### config.mk
export PLATFORM = sky130hd
export DESIGN_NAME = serial_tofed_tx
export DESIGN_NICKNAME = d
export VERILOG_FILES = /design/src/rtl/serial_tofed_tx.sv
export SDC_FILE = /design/constraint.sdc
export NUM_CORES = 1
export LEC_CHECK = 0
export ABC_AREA = 1
export CORE_MARGIN = 2
export CORE_UTILIZATION = 54
export CTS_CLUSTER_SIZE = 14
export DETAILED_ROUTE_END_ITERATION = 8
export PLACE_DENSITY_LB_ADDON = 0.15
export SKIP_LAST_GASP = 1
export SLEW_MARGIN = 15
export SYNTH_ARGS = -nofsm -noshare
export SYNTH_HDL_FRONTEND = slang
export SYNTH_SLANG_ARGS = --single-unit
### constraint.sdc
create_clock -name clk -period 2.06 [get_ports clk]
set_input_delay 0.412 -clock clk [delete_from_list [all_inputs] [get_ports clk]]
set_output_delay 0.412 -clock clk [all_outputs]
set_load 0.02 [all_outputs]
### src/rtl/serial_tofed_tx.sv
// Serial TOFED transmitter: encodes a decimal digit into a 3-of-5 codeword
// and shifts it out MSB-first, with an optional idle gap between frames.
module serial_tofed_tx #(
    parameter int unsigned GAP = 0
) (
    input  logic        clk,
    input  logic        resetH,
    input  logic [3:0]  digit,
    input  logic        load,
    output logic        ready,
    output logic        dout,
    output logic        frame_start,
    output logic        busy,
    output logic        err,
    output logic [15:0] frames_sent
);

    typedef enum logic [1:0] {StIdle, StShift, StGap} state_e;

    localparam bit         HasGap  = (GAP != 0);
    localparam logic [3:0] GapLast = 4'(HasGap ? GAP - 1 : 0);

    state_e      state_q, state_d;
    logic [4:0]  shreg_q, shreg_d;
    logic [2:0]  bit_cnt_q, bit_cnt_d;
    logic [3:0]  gap_cnt_q, gap_cnt_d;
    logic [15:0] frames_sent_q, frames_sent_d;
    logic        dout_q, dout_d;
    logic        frame_start_q, frame_start_d;
    logic        busy_q, busy_d;
    logic        err_q, err_d;
    logic        transfer;
    logic        digit_ok;

    // Codebook, MSB first; out-of-range digits never reach the shifter.
    function automatic logic [4:0] encode(input logic [3:0] d);
        case (d)
            4'd0:    encode = 5'b11100;
            4'd1:    encode = 5'b11010;
            4'd2:    encode = 5'b11001;
            4'd3:    encode = 5'b10110;
            4'd4:    encode = 5'b10101;
            4'd5:    encode = 5'b10011;
            4'd6:    encode = 5'b01110;
            4'd7:    encode = 5'b01101;
            4'd8:    encode = 5'b01011;
            4'd9:    encode = 5'b00111;
            default: encode = 5'b00000;
        endcase
    endfunction

    // Accept in IDLE, or on the last bit of a frame when frames run back-to-back.
    assign ready = resetH && ((state_q == StIdle) ||
                   ((state_q == StShift) && (bit_cnt_q == 3'd4) && !HasGap));

    assign transfer = load && ready;
    assign digit_ok = (digit <= 4'd9);

    // Next-state, datapath updates and registered-output precompute.
    always_comb begin
        state_d       = state_q;
        shreg_d       = shreg_q;
        bit_cnt_d     = bit_cnt_q;
        gap_cnt_d     = gap_cnt_q;
        frames_sent_d = frames_sent_q;
        err_d         = transfer && !digit_ok;

        case (state_q)
            StIdle: begin
                if (transfer && digit_ok) begin
                    state_d   = StShift;
                    shreg_d   = encode(digit);
                    bit_cnt_d = 3'd0;
                end
            end
            StShift: begin
                if (bit_cnt_q == 3'd4) begin
                    frames_sent_d = frames_sent_q + 16'd1;
                    if (HasGap) begin
                        state_d   = StGap;
                        gap_cnt_d = 4'd0;
                    end else if (transfer && digit_ok) begin
                        shreg_d   = encode(digit);
                        bit_cnt_d = 3'd0;
                    end else begin
                        state_d = StIdle;
                    end
                end else begin
                    // Rotate rather than shift so every stored bit stays live.
                    shreg_d   = {shreg_q[3:0], shreg_q[4]};
                    bit_cnt_d = bit_cnt_q + 3'd1;
                end
            end
            StGap: begin
                if (gap_cnt_q == GapLast) begin
                    state_d = StIdle;
                end else begin
                    gap_cnt_d = gap_cnt_q + 4'd1;
                end
            end
            default: state_d = StIdle;
        endcase

        dout_d        = (state_d == StShift) && shreg_d[4];
        frame_start_d = (state_d == StShift) && (bit_cnt_d == 3'd0);
        busy_d        = (state_d != StIdle);
    end

    // State and output registers with asynchronous active-low clear.
    always_ff @(posedge clk or negedge resetH) begin
        if (!resetH) begin
            state_q       <= StIdle;
            shreg_q       <= 5'd0;
            bit_cnt_q     <= 3'd0;
            gap_cnt_q     <= 4'd0;
            frames_sent_q <= 16'd0;
            dout_q        <= 1'b0;
            frame_start_q <= 1'b0;
            busy_q        <= 1'b0;
            err_q         <= 1'b0;
        end else begin
            state_q       <= state_d;
            shreg_q       <= shreg_d;
            bit_cnt_q     <= bit_cnt_d;
            gap_cnt_q     <= gap_cnt_d;
            frames_sent_q <= frames_sent_d;
            dout_q        <= dout_d;
            frame_start_q <= frame_start_d;
            busy_q        <= busy_d;
            err_q         <= err_d;
        end
    end

    assign dout        = dout_q;
    assign frame_start = frame_start_q;
    assign busy        = busy_q;
    assign err         = err_q;
    assign frames_sent = frames_sent_q;

endmodule

==> impl_metrics.py, run 1 <==
metrics = {
    "outcome": {
        "status": "completed",
    },
    "timing": {
        "timing.hold.ws_ps": 481,
        "fin_worst_skew_ps": 9.86,
        "slew_headroom_pct": 71.3,
        "finalCritPeriodShare_pct": 93.8,
        "final-hold-violation-count": 0,
        "setup_ws_ps": 128,
        "clock.fmax_ghz": 0.518,
        "worstMarginPinSlew_ps": 430,
        "layout_min_cycle_time_ps": 1930,
        "setup_viol": 0,
        "maxSlewViolCount": 0,
        "grt_setup_unrepaired": "false",
        "tns_ps": 0,
    },
    "finish": {
        "num_antenna_cells": 0,
        "area_delta_synth_final_pct": 23.0,
        "fin_area_sq_mm": 0.00240,
        "drive_above_1_share_pct": 15.7,
        "fillers": 262,
        "nets": 279,
    },
    "worst_setup_path": {
        "critPathLaunchType": "flop",
        "slowest_delay_ps": 410,
        "startpoint": "bit_cnt_q[1]",
        "crit_chain": "inv_1 -> ha_2 -> nand2_4 -> nand2_4 -> nand3_2 -> inv_1 -> buf_2",
        "rr_startpoint": "bit_cnt_q[1]",
        "cp_slowest_cell": "dfrtp_1",
        "cp_num_buf_inv": 3,
        "crit_arrival_ps": 1520,
        "critical-path-top-delay-family": "flip-flops",
        "critPathMaxFanout": 5,
        "crit_type": "reg2out",
        "required_ps": 1650,
        "end_kind": "primary output",
    },
    "synthesis": {
        "netlist_instances": 220,
        "yosys.area_share.simple_pct": 28.8,
        "synth_area_sq_mm": 0.00195,
        "yosys_warnings": 0,
        "synth_adder_area_share_pct": 7.70,
        "synth-compound-area-share_pct": 7.06,
        "synth_mux_area_share_pct": 0,
        "ys_seq_elements": 34,
        "synth-seq-area-share_pct": 43.6,
        "synthXorXnorAreaFrac_pct": 6.74,
        "avgSynthCellArea_sq_um": 8.86,
        "syn-num-nets": 239,
        "synth_top_family_by_area": "simple AND/OR/NAND/NOR gates",
        "yosysUniqueCellTypes": 32,
    },
    "power_and_ir_drop": {
        "p_leak_nw": 1.16,
        "p_int_mw": 1.44,
        "ir_drop_uv": 680,
        "combPwrFrac_pct": 37.7,
        "switchingPower_uw": 869,
        "p_per_area_mw_per_mm2": 962,
        "p_clk_share_pct": 21.9,
        "switching_share_pct": 37.6,
        "power_frac_seq_pct": 40.4,
    },
    "global_route": {
        "grtUsageMet2_pct": 32.2,
        "grt_max_degree": 36,
        "use_met1_pct": 27.1,
        "grt_pass1_vias": 1494,
        "antenna_found_initial": 0,
        "busiest_layer": "met2",
        "grt_use_total_pct": 20.6,
        "grt.overflow.total": 0,
        "grtUsageMet3_pct": 5.99,
        "grt_pass1_wl_mm": 6.49,
    },
    "clock_network": {
        "cts_buffers": 5,
        "clk_latency_ps": 340,
        "cts_setup_buffers": 0,
        "cts_buffer_depth": 2,
        "numClockSinks": 34,
        "cts_resized": 3,
        "path_clk_slew_ps": 120,
        "postCtsHoldBufs": 0,
        "cts-root-buf": "clkbuf_4",
        "cts_max_level": 2,
        "tritoncts": "yes",
    },
    "drt": {
        "drt-pass1-iter-count": 4,
        "vias": 1495,
        "drcViolationCount": 0,
        "drt_iter0_markers": 70,
        "wire_per_inst_um": 11.6,
        "ant_nets": 0,
        "post_drt_via_cell_ratio": 4.87,
        "drt_wl_total_mm": 3.55,
    },
    "placed_design": {
        "place.detailed.hpwl_mm": 2.61,
        "port_buffers": 27,
        "place_ws_ps": -57.2,
        "placed_cell_area_sq_mm": 0.00232,
        "gp_congestion": 0.790,
    },
    "run": {
        "maxCapViolCount": 0,
    },
    "floorplanning": {
        "fp.dieW_um": 64.1,
        "num_io_pins": 28,
        "num_rows": 21,
        "die_y_um": 64.1,
        "dieArea_sq_mm": 0.00411,
        "core-area_sq_mm": 0.00339,
        "initial_core_util_pct": 57.5,
    },
    "worst_hold_path": {
        "hp-class": "reg2reg",
        "worstHoldStart": "gap_cnt_q[3]",
    },
}
[final timing paths]
path	to	cells after the start	slack, ps
worst max-delay path	ready	7	130
worst min-delay path	gap_cnt_q[3]	1	480
worst max register to register	shreg_q[2]	11	430
worst min register to register	gap_cnt_q[3]	1	480
max in group asynchronous	shreg_q[4]	2	1190
min in group asynchronous	err	2	550
[final cells by class]
class | count | area [sq um] | share of cell area (%)
Sequential cell | 34 | 851 | 35.5
Timing Repair Buffer | 34 | 318 | 13.2
Multi-Input combinational cell | 157 | 982 | 40.9
Tap cell | 46 | 57.6 | 2.40
Clock buffer | 5 | 37.5 | 1.56
Inverter | 28 | 108 | 4.49
Clock inverter | 3 | 45.0 | 1.88
[through the flow]
stage | utilization [%] | total power, mW | cells
floorplan | - | 1.51 | 220
global route | 70.8 | 2.49 | 307
finish | 70.8 | 2.31 | 307
detailed placement | 68.4 | 1.83 | 299
CTS | 70.9 | 2.33 | 307
global placement | 68.4 | 1.81 | 299
[layer usage]
layer	part of all wire [%]	vias to the layer above
li1	-	787
met1	49	677
met2	46	27
met3	4.0	4
met4	1.2	0
met5	0	-
[power by group through the flow]
stage / registers [mW] / clock network, mW / logic, mW
after floorplan: 1.00 / 0 / 0.508
after global placement: 0.942 / 0 / 0.865
after detailed placement: 0.946 / 0 / 0.882
after CTS: 0.934 / 0.515 / 0.883
after global routing: 0.956 / 0.547 / 0.987
final: 0.932 / 0.506 / 0.870
[Yosys cell counts]
cell type | count | area (sq um)
o211ai_1 | 1 | 7.51
inv_4 | 1 | 6.26
nand3_2 | 3 | 30.0
dfrtp_1 | 34 | 851
nor2_1 | 19 | 71.3
ha_1 | 12 | 150
and2_1 | 1 | 6.26
nor3_1 | 3 | 15.0
nor3_4 | 1 | 16.3
a31oi_1 | 1 | 6.26
a21oi_1 | 5 | 25.0
nand3_1 | 10 | 50.1
nand4_4 | 1 | 21.3
xnor2_1 | 4 | 35.0
a21oi_2 | 1 | 8.76
xor2_1 | 11 | 96.3
nand4_1 | 4 | 25.0
o311ai_0 | 1 | 8.76
inv_2 | 3 | 11.3
o21ai_1 | 2 | 10.0
buf_6 | 1 | 11.3
nand2_2 | 1 | 6.26
o21ai_0 | 8 | 40.0
nor2_4 | 4 | 45.0
nand2_1 | 52 | 195
nor2_2 | 2 | 12.5
a31o_2 | 1 | 8.76
a21boi_1 | 1 | 7.51
inv_1 | 24 | 90.1
nor3_2 | 1 | 10.0
nand2_4 | 5 | 56.3
o21bai_1 | 2 | 15.0
[cell usage in the layout, fill, tap and decap left out, drive strengths merged]
cell	netlist	final
nor3	5	5
o21ai	10	10
o311ai	1	1
clkinvlp	0	2
a31oi	1	1
ha	12	12
nand4	5	5
clkdlybuf4s50	0	26
nor2	25	25
xnor2	4	4
xor2	11	11
o211ai	1	1
a21boi	1	1
buf	1	8
o21bai	2	2
clkbuf	0	5
bufinv	0	1
dfrtp	34	34
inv	28	28
nand2	58	58
a21oi	6	6
and2	1	1
a31o	1	1
nand3	13	13
[state kept, by name, summed over array words and instances (netlist names)]
name and count:
frames_sent 16, shreg_q 5, gap_cnt_q 4, bit_cnt_q 3, state_q 2, busy 1
dout 1, err 1, frame_start 1
[cell families (layout without fill, tap and decap cells)]
family,after synthesis,count (layout)
AO/OA/AOI/OAI,23,23
XOR/XNOR,15,15
adder cells (fa/ha/maj),12,12
buffers and inverters,29,70
flip-flops,34,34
AND/OR/NAND/NOR,107,107
(Power assumes the default switching activity.)
==> run 2, diff against run 1 <==
--- a/config.mk
+++ b/config.mk
@@ -12,7 +12,7 @@
 export DETAILED_ROUTE_END_ITERATION = 8
 export PLACE_DENSITY_LB_ADDON = 0.15
 export SKIP_LAST_GASP = 1
-export SLEW_MARGIN = 15
+export SLEW_MARGIN = 20
 export SYNTH_ARGS = -nofsm -noshare
 export SYNTH_HDL_FRONTEND = slang
 export SYNTH_SLANG_ARGS = --single-unit
==> results of run 2 <==
The final DEF is identical to that of run 1; final timing and power are the same.
==> run 3, diff against run 2 <==
--- a/config.mk
+++ b/config.mk
@@ -5,9 +5,7 @@
 export SDC_FILE = /design/constraint.sdc
 export NUM_CORES = 1
 export LEC_CHECK = 0
-export ABC_AREA = 1
-export CORE_MARGIN = 2
-export CORE_UTILIZATION = 54
+export CORE_UTILIZATION = 53
 export CTS_CLUSTER_SIZE = 14
 export DETAILED_ROUTE_END_ITERATION = 8
 export PLACE_DENSITY_LB_ADDON = 0.15
==> run 3 against run 2 <==
  * Clock skew grew 5.2 ps
  * Fmax rose by 3.7%
  * First-iteration DRC count shrank 37%
  * Combinational power rose by 11%
  * Critical path depth shrank 2
  * Clock-buffer cell count unchanged
  * Utilization increased by 3.1 points
==> impl_metrics.py, run 3 <==
metrics = {
    "floorplanning": {
        "num_rows": 20,
        "die_y_um": 59.9,
        "initial_core_util_pct": 57.2,
        "core-area_sq_mm": 0.00310,
        "num_io_pins": 28,
        "dieArea_sq_mm": 0.00358,
        "fp.dieW_um": 59.9,
    },
    "timing": {
        "setup_ws_ps": 197,
        "maxSlewViolCount": 0,
        "setup_viol": 0,
        "final-hold-violation-count": 0,
        "slew_headroom_pct": 72.0,
        "worstMarginPinSlew_ps": 420,
        "finalCritPeriodShare_pct": 90.4,
        "tns_ps": 0,
        "grt_setup_unrepaired": "false",
        "clock.fmax_ghz": 0.537,
        "layout_min_cycle_time_ps": 1860,
        "fin_worst_skew_ps": 15.0,
    },
    "synthesis": {
        "async_flop_share_pct": 100,
        "yosys_warnings": 0,
        "avgSynthCellArea_sq_um": 11.2,
        "synth_area_leader_cell": "dfrtp_1",
        "synth_commonest_cells": "34 x dfrtp_1, 17 x xnor2_1, 14 x nand2_1, 12 x ha_1, 8 x inv_1",
        "syn-num-nets": 177,
        "yosysUniqueCellTypes": 43,
        "synth-edff-count": 0,
        "netlist.area_leader.share_pct": 48.0,
        "synth_top_flop_cell": "dfrtp_1",
        "synth-seq-area-share_pct": 48.0,
        "netlist_instances": 158,
        "yosys-top-cells-area": "dfrtp_1 48%, ha_1 8.5%, xnor2_1 8.4%, nand2_1 3.0%, nand4_1 2.1%",
        "ys_seq_elements": 34,
        "synth_most_common_cell": "dfrtp_1",
        "synth_area_sq_mm": 0.00177,
    },
    "worst_setup_path": {
        "critPathLaunchType": "flop",
        "crit_type": "reg2out",
        "critPathMaxFanout": 3,
        "required_ps": 1650,
        "startpoint": "bit_cnt_q[1]",
        "crit_arrival_ps": 1450,
        "rr_startpoint": "bit_cnt_q[1]",
        "end_kind": "primary output",
    },
    "placed_design": {
        "port_buffers": 27,
        "dp_cells": 248,
        "gp_congestion": 0.824,
        "place.detailed.hpwl_mm": 2.61,
        "place_ws_ps": -126,
    },
    "clock_network": {
        "cts-root-buf": "clkbuf_4",
        "clk_latency_ps": 330,
        "cts_max_level": 2,
        "cts_buffers": 5,
        "path_clk_slew_ps": 100,
        "numClockSinks": 34,
        "tritoncts": "yes",
        "cts_buffer_depth": 2,
        "postCtsHoldBufs": 0,
    },
    "drt": {
        "post_drt_via_cell_ratio": 5.31,
        "vias": 1353,
        "drt_wl_total_mm": 3.40,
        "drt-pass1-iter-count": 4,
        "ant_nets": 0,
        "drcViolationCount": 0,
        "wire_per_inst_um": 13.3,
        "drt_iter0_markers": 44,
    },
    "finish": {
        "area_delta_synth_final_pct": 29.2,
        "final_common_cell": "dfrtp_1",
        "utilization_pct": 73.9,
        "largest_reg_flops": 16,
        "final_cell_mix": "34 x dfrtp_1, 26 x clkdlybuf4s50_1, 23 x buf_4, 17 x xnor2_1, 14 x nand2_1",
        "final_cells": 255,
        "drive_above_1_share_pct": 21.8,
        "nets": 230,
        "num_antenna_cells": 0,
    },
    "global_route": {
        "grt.overflow.total": 0,
        "antenna_found_initial": 0,
        "grt_pass1_wl_mm": 5.64,
        "grt_use_total_pct": 22.0,
        "grt_pass1_vias": 1350,
        "grt_max_degree": 35,
    },
    "power_and_ir_drop": {
        "ir_drop_uv": 715,
        "p_per_area_mw_per_mm2": 971,
        "p_leak_nw": 1.05,
    },
    "run": {
        "maxCapViolCount": 0,
    },
    "worst_hold_path": {
        "hp-class": "reg2reg",
        "worstHoldStart": "frames_sent[15]",
    },
    "outcome": {
        "status": "completed",
    },
}
[run 3: cell types whose count changed after synthesis, moves of 5 or more]
cell | previous run | this run
inv_1 | 24 | 8
nand2_4 | 5 | 0
xnor2_1 | 4 | 17
nand2_1 | 52 | 14
nor2_1 | 19 | 7
xor2_1 | 11 | 1
[run 3: cell families after synthesis]
group                    count (synthesis)  synth area share [%]
multiplexers                             2                  1.20
XOR/XNOR                                18                  8.89
buffers and inverters                   12                  2.96
adder cells (fa/ha/maj)                 12                  8.46
AO/OA/AOI/OAI                           24                  12.0
flip-flops                              34                  48.0
AND/OR/NAND/NOR                         56                  18.5
[run 3: path summary, 6_finish.rpt]
| check | end | slack [ps] | depth (start not counted) |
|---|---|---|---|
| max | ready | 200 | 5 |
| min | frames_sent[15] | 480 | 1 |
| max reg2reg | shreg_q[3] | 440 | 7 |
| min reg2reg | frames_sent[15] | 480 | 1 |
| max in group asynchronous | gap_cnt_q[0] | 1090 | 3 |
| min in group asynchronous | shreg_q[3] | 660 | 3 |
[run 3: metal layers]
layer / GRT usage [%] / part of all wire, % / vias to the layer above
li1: - / - / 652
met3: 4.55 / 5.1 / 7
met2: 38.3 / 51 / 36
met4: 13.3 / 1.9 / 0
met5: 0 / 0 / -
met1: 24.4 / 42 / 658
[run 3: power breakdown]
part	internal, mW	switching, mW
sequential	0.816	0.107
clock	0.123	0.211
combinational	0.499	0.471
total	1.44	0.788
[run 3: final cells by class]
type | instances | area [sq um]
multi-input combinational | 112 | 871
clock buffer | 5 | 37.5
clock inverter | 2 | 10.0
timing repair buffer | 50 | 438
tap | 44 | 55.1
inverter | 8 | 30.0
sequential | 34 | 851
fill | 246 | 811
[run 3: repair_timing]
action                                  in CTS  in global routing
buffers inserted                             0                  0
endpoints found under the hold margin        0                  0
gates resized for setup                      1                  3
endpoints found under the setup margin       1                  1
[run 3: through the flow]
step                      hold WS [ps]  total power [mW]  area (sq um)
after floorplan                    116              1.50          1770
after global placement             460              1.86          2250
after detailed placement           469              1.91          2250
after CTS                          483              2.24          2300
after global routing               510              2.39          2290
final                              478              2.23          2290
[run 3: critical path: stages (launching register included)]
cell,delay (ps)
dfrtp_1,410
inv_1,60
ha_1,180
a21boi_2,90
nor3b_1,180
clkbuf_2,200
